$ cat config.mk
export PLATFORM = sky130hd
export DESIGN_NAME = id_exe_mem_dest_tracker_flat
export DESIGN_NICKNAME = d
export VERILOG_FILES = /design/src/rtl/id_exe_mem_dest_tracker_pkg.sv /design/src/rtl/id_exe_mem_dest_tracker_if.sv /design/src/rtl/id_exe_mem_dest_tracker_sat_counter.sv /design/src/rtl/id_exe_mem_dest_tracker.sv /design/src/flat_wrapper.sv
export SDC_FILE = /design/constraint.sdc
export NUM_CORES = 1
export LEC_CHECK = 0
export ABC_AREA = 1
export CAP_MARGIN = 10
export CORE_UTILIZATION = 36
export DETAILED_ROUTE_END_ITERATION = 10
export SYNTH_ARGS = -nofsm -noshare
export SYNTH_HDL_FRONTEND = slang
export SYNTH_SLANG_ARGS = --single-unit
export TNS_END_PERCENT = 30
$ cat constraint.sdc
create_clock -name clk -period 2.9 [get_ports clk]
set_clock_uncertainty 0.2 [all_clocks]
set_input_delay 0.58 -clock clk [delete_from_list [all_inputs] [get_ports clk]]
set_output_delay 0.58 -clock clk [all_outputs]
set_load 0.1 [all_outputs]
$ cat src/rtl/id_exe_mem_dest_tracker_pkg.sv
// Shared types for the EXE/MEM destination tracker.
// Slot layout, bubble value and bubble-cause encodings.
`ifndef REG_FILE_ADDRESS_LEN
`define REG_FILE_ADDRESS_LEN 4
`endif

package id_exe_mem_dest_tracker_pkg;

  localparam int REG_ADDR_W = `REG_FILE_ADDRESS_LEN;

  typedef enum logic [1:0] {
    STATE_RUN     = 2'd0,
    STATE_HAZ     = 2'd1,
    STATE_MEMWAIT = 2'd2,
    STATE_FLUSH   = 2'd3
  } state_t;

  typedef struct packed {
    logic [REG_ADDR_W-1:0] dest;
    logic                  wb_en;
    logic                  mem_read;
  } slot_t;

  localparam slot_t BUBBLE = '{
    dest:     '0,
    wb_en:    1'b0,
    mem_read: 1'b0
  };

endpackage

$ cat src/rtl/id_exe_mem_dest_tracker_if.sv
// Bundle between the ID/hazard side and the tracker.
// The pipeline side drives the master end.
interface id_exe_mem_dest_tracker_if #(
  parameter int ADDR_W =
    id_exe_mem_dest_tracker_pkg::REG_ADDR_W,
  parameter int CNT_W = 16
);

  logic              id_valid;
  logic [ADDR_W-1:0] id_dest;
  logic              id_wb_en;
  logic              id_mem_read;
  logic              hazard;
  logic              branch_taken;
  logic              mem_ready;

  logic [ADDR_W-1:0] exe_wb_dest;
  logic              exe_wb_enable;
  logic              EXE_mem_read_en;
  logic [ADDR_W-1:0] mem_wb_dest;
  logic              mem_wb_enable;
  logic              freeze_if;
  logic              flush_if_id;
  logic [1:0]        state;
  logic [CNT_W-1:0]  hazard_stalls;
  logic [CNT_W-1:0]  mem_waits;
  logic [CNT_W-1:0]  flushes;
  logic              deadlock;

  modport master (
    output id_valid, id_dest, id_wb_en,
    output id_mem_read, hazard,
    output branch_taken, mem_ready,
    input  exe_wb_dest, exe_wb_enable,
    input  EXE_mem_read_en,
    input  mem_wb_dest, mem_wb_enable,
    input  freeze_if, flush_if_id, state,
    input  hazard_stalls, mem_waits,
    input  flushes, deadlock
  );

  modport slave (
    input  id_valid, id_dest, id_wb_en,
    input  id_mem_read, hazard,
    input  branch_taken, mem_ready,
    output exe_wb_dest, exe_wb_enable,
    output EXE_mem_read_en,
    output mem_wb_dest, mem_wb_enable,
    output freeze_if, flush_if_id, state,
    output hazard_stalls, mem_waits,
    output flushes, deadlock
  );

endinterface

$ cat src/rtl/id_exe_mem_dest_tracker_sat_counter.sv
// Saturating up-counter for pipeline statistics.
// Holds at all-ones instead of wrapping.
module id_exe_mem_dest_tracker_sat_counter #(
  parameter int W = 16
) (
  input  logic         clk,
  input  logic         rst_n,
  input  logic         inc,
  output logic [W-1:0] count
);

  always_ff @(posedge clk or negedge rst_n) begin
    if (!rst_n) begin
      count <= '0;
    end else if (inc && count != '1) begin
      count <= count + 1'b1;
    end
  end

endmodule

$ cat src/rtl/id_exe_mem_dest_tracker.sv
// Tracks dest/wb/load info through EXE and MEM,
// inserts bubbles and drives freeze/flush controls.
module id_exe_mem_dest_tracker
  import id_exe_mem_dest_tracker_pkg::*;
#(
  parameter int ADDR_W    = REG_ADDR_W,
  parameter int CNT_W     = 16,
  parameter int MAX_STALL = 8
) (
  input logic clk,
  input logic rst,
  id_exe_mem_dest_tracker_if.slave bus
);

  localparam int RUN_W = $clog2(MAX_STALL + 1);
  localparam logic [RUN_W-1:0] RUN_MAX =
    RUN_W'(MAX_STALL);

  slot_t             exe_q, exe_d;
  slot_t             mem_q, mem_d;
  slot_t             id_slot;
  state_t            state_q, state_d;
  logic [RUN_W-1:0]  run_q, run_d;
  logic              dead_q, dead_d;
  logic              do_wait;
  logic              do_flush;
  logic              do_haz;

  assign do_wait  = ~bus.mem_ready;
  assign do_flush = bus.mem_ready
                  & bus.branch_taken;
  assign do_haz   = bus.mem_ready
                  & ~bus.branch_taken
                  & bus.hazard
                  & bus.id_valid;

  assign id_slot = '{
    dest:     bus.id_dest,
    wb_en:    bus.id_wb_en,
    mem_read: bus.id_mem_read
  };

  always_ff @(posedge clk or negedge rst) begin
    if (!rst) begin
      exe_q   <= BUBBLE;
      mem_q   <= BUBBLE;
      state_q <= STATE_RUN;
      run_q   <= '0;
      dead_q  <= 1'b0;
    end else begin
      exe_q   <= exe_d;
      mem_q   <= mem_d;
      state_q <= state_d;
      run_q   <= run_d;
      dead_q  <= dead_d;
    end
  end

  // Memory wait freezes everything, including the stall run.
  always_comb begin
    exe_d   = exe_q;
    mem_d   = mem_q;
    state_d = state_q;
    run_d   = run_q;
    dead_d  = dead_q;
    unique case (1'b1)
      do_wait: begin
        state_d = STATE_MEMWAIT;
      end
      do_flush: begin
        mem_d   = exe_q;
        exe_d   = BUBBLE;
        state_d = STATE_FLUSH;
        run_d   = '0;
      end
      do_haz: begin
        mem_d   = exe_q;
        exe_d   = BUBBLE;
        state_d = STATE_HAZ;
        if (run_q != RUN_MAX)
          run_d = run_q + 1'b1;
      end
      default: begin
        mem_d   = exe_q;
        exe_d   = bus.id_valid ? id_slot : BUBBLE;
        state_d = STATE_RUN;
        run_d   = '0;
      end
    endcase
    if (run_d == RUN_MAX)
      dead_d = 1'b1;
  end

  id_exe_mem_dest_tracker_sat_counter #(
    .W(CNT_W)
  ) u_haz_cnt (
    .clk   (clk),
    .rst_n (rst),
    .inc   (do_haz),
    .count (bus.hazard_stalls)
  );

  id_exe_mem_dest_tracker_sat_counter #(
    .W(CNT_W)
  ) u_wait_cnt (
    .clk   (clk),
    .rst_n (rst),
    .inc   (do_wait),
    .count (bus.mem_waits)
  );

  id_exe_mem_dest_tracker_sat_counter #(
    .W(CNT_W)
  ) u_flush_cnt (
    .clk   (clk),
    .rst_n (rst),
    .inc   (do_flush),
    .count (bus.flushes)
  );

  assign bus.exe_wb_dest     = exe_q.dest;
  assign bus.exe_wb_enable   = exe_q.wb_en;
  assign bus.EXE_mem_read_en = exe_q.mem_read;
  assign bus.mem_wb_dest     = mem_q.dest;
  assign bus.mem_wb_enable   = mem_q.wb_en;
  assign bus.state           = state_q;
  assign bus.deadlock        = dead_q;

  // A taken branch discards the stalled instruction.
  assign bus.freeze_if = ~bus.mem_ready
                       | (bus.hazard
                          & bus.id_valid
                          & ~bus.branch_taken);
  assign bus.flush_if_id = bus.branch_taken
                         & bus.mem_ready;

endmodule

$ cat src/flat_wrapper.sv
// flat-port wrapper written by rule: the top's interface ports become plain ports
module id_exe_mem_dest_tracker_flat import id_exe_mem_dest_tracker_pkg::*;
#(
  parameter int ADDR_W    = REG_ADDR_W,
  parameter int CNT_W     = 16,
  parameter int MAX_STALL = 8
)
  (clk, rst, bus_id_valid, bus_id_dest, bus_id_wb_en, bus_id_mem_read, bus_hazard, bus_branch_taken, bus_mem_ready, bus_exe_wb_dest, bus_exe_wb_enable, bus_EXE_mem_read_en, bus_mem_wb_dest, bus_mem_wb_enable, bus_freeze_if, bus_flush_if_id, bus_state, bus_hazard_stalls, bus_mem_waits, bus_flushes, bus_deadlock);
  id_exe_mem_dest_tracker_if #(.ADDR_W(ADDR_W), .CNT_W(CNT_W)) bus_i ();
  input logic clk;
  input logic rst;
  input wire logic [$bits(bus_i.id_valid)-1:0] bus_id_valid;
  input wire logic [$bits(bus_i.id_dest)-1:0] bus_id_dest;
  input wire logic [$bits(bus_i.id_wb_en)-1:0] bus_id_wb_en;
  input wire logic [$bits(bus_i.id_mem_read)-1:0] bus_id_mem_read;
  input wire logic [$bits(bus_i.hazard)-1:0] bus_hazard;
  input wire logic [$bits(bus_i.branch_taken)-1:0] bus_branch_taken;
  input wire logic [$bits(bus_i.mem_ready)-1:0] bus_mem_ready;
  output wire logic [$bits(bus_i.exe_wb_dest)-1:0] bus_exe_wb_dest;
  output wire logic [$bits(bus_i.exe_wb_enable)-1:0] bus_exe_wb_enable;
  output wire logic [$bits(bus_i.EXE_mem_read_en)-1:0] bus_EXE_mem_read_en;
  output wire logic [$bits(bus_i.mem_wb_dest)-1:0] bus_mem_wb_dest;
  output wire logic [$bits(bus_i.mem_wb_enable)-1:0] bus_mem_wb_enable;
  output wire logic [$bits(bus_i.freeze_if)-1:0] bus_freeze_if;
  output wire logic [$bits(bus_i.flush_if_id)-1:0] bus_flush_if_id;
  output wire logic [$bits(bus_i.state)-1:0] bus_state;
  output wire logic [$bits(bus_i.hazard_stalls)-1:0] bus_hazard_stalls;
  output wire logic [$bits(bus_i.mem_waits)-1:0] bus_mem_waits;
  output wire logic [$bits(bus_i.flushes)-1:0] bus_flushes;
  output wire logic [$bits(bus_i.deadlock)-1:0] bus_deadlock;
  assign bus_i.id_valid = bus_id_valid;
  assign bus_i.id_dest = bus_id_dest;
  assign bus_i.id_wb_en = bus_id_wb_en;
  assign bus_i.id_mem_read = bus_id_mem_read;
  assign bus_i.hazard = bus_hazard;
  assign bus_i.branch_taken = bus_branch_taken;
  assign bus_i.mem_ready = bus_mem_ready;
  assign bus_exe_wb_dest = bus_i.exe_wb_dest;
  assign bus_exe_wb_enable = bus_i.exe_wb_enable;
  assign bus_EXE_mem_read_en = bus_i.EXE_mem_read_en;
  assign bus_mem_wb_dest = bus_i.mem_wb_dest;
  assign bus_mem_wb_enable = bus_i.mem_wb_enable;
  assign bus_freeze_if = bus_i.freeze_if;
  assign bus_flush_if_id = bus_i.flush_if_id;
  assign bus_state = bus_i.state;
  assign bus_hazard_stalls = bus_i.hazard_stalls;
  assign bus_mem_waits = bus_i.mem_waits;
  assign bus_flushes = bus_i.flushes;
  assign bus_deadlock = bus_i.deadlock;
  id_exe_mem_dest_tracker #(.ADDR_W(ADDR_W), .CNT_W(CNT_W), .MAX_STALL(MAX_STALL)) u_core (.clk(clk), .rst(rst), .bus(bus_i));
endmodule
==> flow_metrics.py, run 1 <==
metrics = {
    "routing": {
        "highest_layer": "met4",
        "dr_wl_met2_um": 4330,
        "vias": 3395,
        "vias_per_cell": 4.67,
        "wirelength_um": 8930,
        "wl_met1_um": 4110,
        "drt_iter0_markers": 159,
        "met3_length_um": 395,
        "route.detailed.drc": 0,
        "drt.antenna.violating_nets": 0,
        "wl_per_cell_um": 12.3,
        "drt_pass1_iterations": 4,
    },
    "clock_network": {
        "clkSinkCount": 66,
        "holdBufCountCts": 0,
        "ctsResizeCount": 0,
        "path_clk_slew_ns": 0.07,
        "cts_made_buffers": 9,
        "cts-htree-levels": 3,
        "cts_setup_buffers": 0,
        "clock_latency_ns": 0.33,
        "clockBufferDepth": 2,
        "cts_tree": "built",
        "cts_root_buf": "clkbuf_8",
    },
    "synthesis": {
        "synth_area_leader_cell": "dfrtp_1",
        "yosysSeqAreaShare_pct": 44.9,
        "synth_seq_cells": 66,
        "netlist_instances": 505,
        "syn_nets": 522,
        "syn_area_um2": 3680,
        "ys_types": 27,
        "synth.avg_cell_area_um2": 7.29,
        "synth_top_area_share_pct": 44.9,
        "ys_top_cells_by_area": "dfrtp_1 (45%), nand2_1 (24%), xnor2_1 (4.8%), nor2_1 (4.6%), inv_1 (4.0%)",
        "yosysWarnings": 0,
    },
    "floorplanning": {
        "die_area_um2": 10600,
        "pin_count": 76,
        "rows": 36,
        "initial_core_util_pct": 37.3,
        "die_w_um": 103,
        "dieHeight_um": 103,
        "design.core.area_um2": 9860,
    },
    "layout": {
        "fin_nets": 606,
        "area_growth_syn_to_layout_pct": 25.3,
        "drive_above_1_share_pct": 17.3,
        "fillers": 985,
        "num_antenna_cells": 0,
        "seqCellArea_um2": 1650,
        "multi_input_area_um2": 1790,
    },
    "timing": {
        "worstMarginPinSlew_ns": 0.528,
        "finalCritPeriodShare_pct": 85.8,
        "setup_violations": 0,
        "hold_viol_final": 0,
        "maxSlewViolCount": 0,
        "clock.fmax_ghz": 0.402,
        "tns_ns": 0,
        "rsz0062_at_grt": "false",
        "whs_ns": 0.0226,
        "period_needed_ns": 2.49,
        "relSlewSlack_pct": 64.8,
    },
    "worst_setup_path": {
        "crit_required_ns": 2.12,
        "cp-end-kind": "primary output",
        "worstSetupPathType": "in -> out",
        "startpoint_type": "input pin",
        "critPathLaunch": "bus_mem_ready",
        "crit_arrival_ns": 1.71,
        "worstReg2RegStart": "u_core.u_wait_cnt.count[0]$_DFFE_PN0P_",
        "r2r_slack_ns": 0.73,
        "path_max_fanout": 11,
    },
    "grt": {
        "grt_max_degree": 32,
        "grt_pass1_wl_um": 14700,
        "grt_pass1_vias": 3197,
        "antenna_found_initial": 0,
        "grt_use_total_pct": 18.0,
        "grt_overflow": 0,
    },
    "power": {
        "irDropWorstVdd_mv": 0.623,
        "p_seq_share_pct": 37.5,
        "static-leakage-power_nw": 2.35,
        "power_frac_comb_pct": 41.3,
        "sw_frac_of_total_pct": 48.8,
        "p_int_mw": 1.63,
        "p_per_area_nw_per_um2": 691,
        "p_switching_mw": 1.56,
        "clkPwrFrac_pct": 21.2,
    },
    "placed_design": {
        "place_congestion": 0.905,
        "port_buffers": 75,
        "dp_hpwl_um": 6640,
    },
    "status": {
        "status": "completed",
    },
    "run": {
        "drv_cap": 0,
    },
    "hold_path": {
        "hp-class": "in -> async",
    },
}
## cell families (layout without fill, tap and decap cells)
logic type,count (synthesis),count (layout),share of synthesized area [%]
simple gates,327,327,36.2
xor+xnor,28,28,6.66
flops,66,66,44.9
buf+inv,51,140,6.46
fa+ha+maj,5,5,1.70
compound gates,28,28,4.18
## cell type report
cell class / count / area share [%]
Multi-Input combinational cell: 388 / 38.9
Sequential cell: 66 / 35.8
Timing Repair Buffer: 81 / 14.5
Tap cell: 133 / 3.61
Inverter: 43 / 3.58
Clock buffer: 10 / 2.98
Clock inverter: 6 / 0.705
## critical path: stages
cell and delay [ns]:
clkdlybuf4s50_1 0.67, nand2_1 0.09, inv_1 0.16, buf_12 0.20
## power by group through the flow
stage,combinational [mW],clock [mW],sequential (mW)
after floorplan,0.262,0,1.96
after global placement,1.32,0,1.21
after detailed placement,1.33,0,1.21
after CTS,1.33,0.710,1.20
after global routing,1.39,0.748,1.22
final,1.32,0.676,1.20
## cell usage in the layout (no fill, tap or decap), drive strengths merged
| master | synthesis | final |
|---|---|---|
| xor2 | 8 | 8 |
| clkinv | 1 | 6 |
| inv | 42 | 42 |
| nor2 | 48 | 48 |
| a21oi | 1 | 1 |
| o21ai | 26 | 26 |
| buf | 7 | 71 |
| clkinvlp | 0 | 1 |
| o21a | 1 | 1 |
| nand2 | 241 | 241 |
| clkdlybuf4s50 | 0 | 10 |
| nand4 | 7 | 7 |
| nor3 | 1 | 1 |
| nand3 | 29 | 29 |
| nand3b | 1 | 1 |
| ha | 5 | 5 |
| clkbuf | 1 | 10 |
| xnor2 | 20 | 20 |
| dfrtp | 66 | 66 |
## metal layers
metal  GRT usage [%]  vias to the layer above
met2            30.6                       77
li1                -                     1726
met1            22.8                     1582
met4            6.72                        0
met5               0                        -
met3            3.25                       10
## through the flow
| step | utilization (%) | total power [mW] | worst slack (ns) | instances | cell area (um^2) |
|---|---|---|---|---|---|
| floorplan | - | 2.22 | 0.124 | 505 | 3680 |
| global placement | 45.1 | 2.52 | 0.407 | 711 | 4440 |
| finish | 46.8 | 3.19 | 0.411 | 727 | 4610 |
| global route | 46.8 | 3.36 | 0.306 | 727 | 4610 |
| detailed placement | 45.1 | 2.54 | 0.384 | 711 | 4440 |
| CTS | 46.8 | 3.23 | 0.398 | 727 | 4610 |
## cell usage after synthesis
master and number:
xnor2_1 20, ha_1 5, nand2_1 236, nand3b_1 1, buf_2 1, nand3_2 3, inv_4 1, nand4_1 7
buf_4 1, nor3_1 1, o21ai_4 1, nor2_1 45, xor2_1 8, clkinv_2 1, nor2_4 1, o21ai_0 25
buf_6 5, dfrtp_1 66, a21oi_1 1, inv_1 39, nand2_4 1, o21a_1 1, inv_2 2, nand3_1 26
nor2_2 2, clkbuf_1 1, nand2_2 4
## sequential cells by signal, summed over array words and instances (netlist names)
name                        flops
u_core.bus.deadlock             1
u_core.run_q                    4
u_core.u_flush_cnt.count       16
u_core.bus.exe_wb_enable        1
u_core.bus.exe_wb_dest          4
u_core.bus.EXE_mem_read_en      1
u_core.bus.mem_wb_enable        1
u_core.bus.state                2
u_core.u_haz_cnt.count         16
u_core.u_wait_cnt.count        16
u_core.bus.mem_wb_dest          4
## final timing paths
kind                                                      endpoint  cells after the start
max                                                bus_flush_if_id                      4
min                        u_core.u_flush_cnt.count[7]$_DFFE_PN0P_                      1
max reg2reg                 u_core.u_wait_cnt.count[9]$_DFFE_PN0P_                      8
min reg2reg                  u_core.bus.mem_wb_dest[1]$_DFFE_PN0P_                      2
max in group asynchronous   u_core.u_haz_cnt.count[15]$_DFFE_PN0P_                      2
min in group clk             u_core.bus.mem_wb_dest[1]$_DFFE_PN0P_                      2
(Power assumes the default switching activity.)
==> run 2: changes to the inputs <==
--- a/config.mk
+++ b/config.mk
@@ -9,6 +9,7 @@
 export CAP_MARGIN = 10
 export CORE_UTILIZATION = 36
 export DETAILED_ROUTE_END_ITERATION = 10
+export SLEW_MARGIN = 25
 export SYNTH_ARGS = -nofsm -noshare
 export SYNTH_HDL_FRONTEND = slang
 export SYNTH_SLANG_ARGS = --single-unit
==> results of run 2 <==
No change in the layout: final DEF, timing and power equal those of run 1.
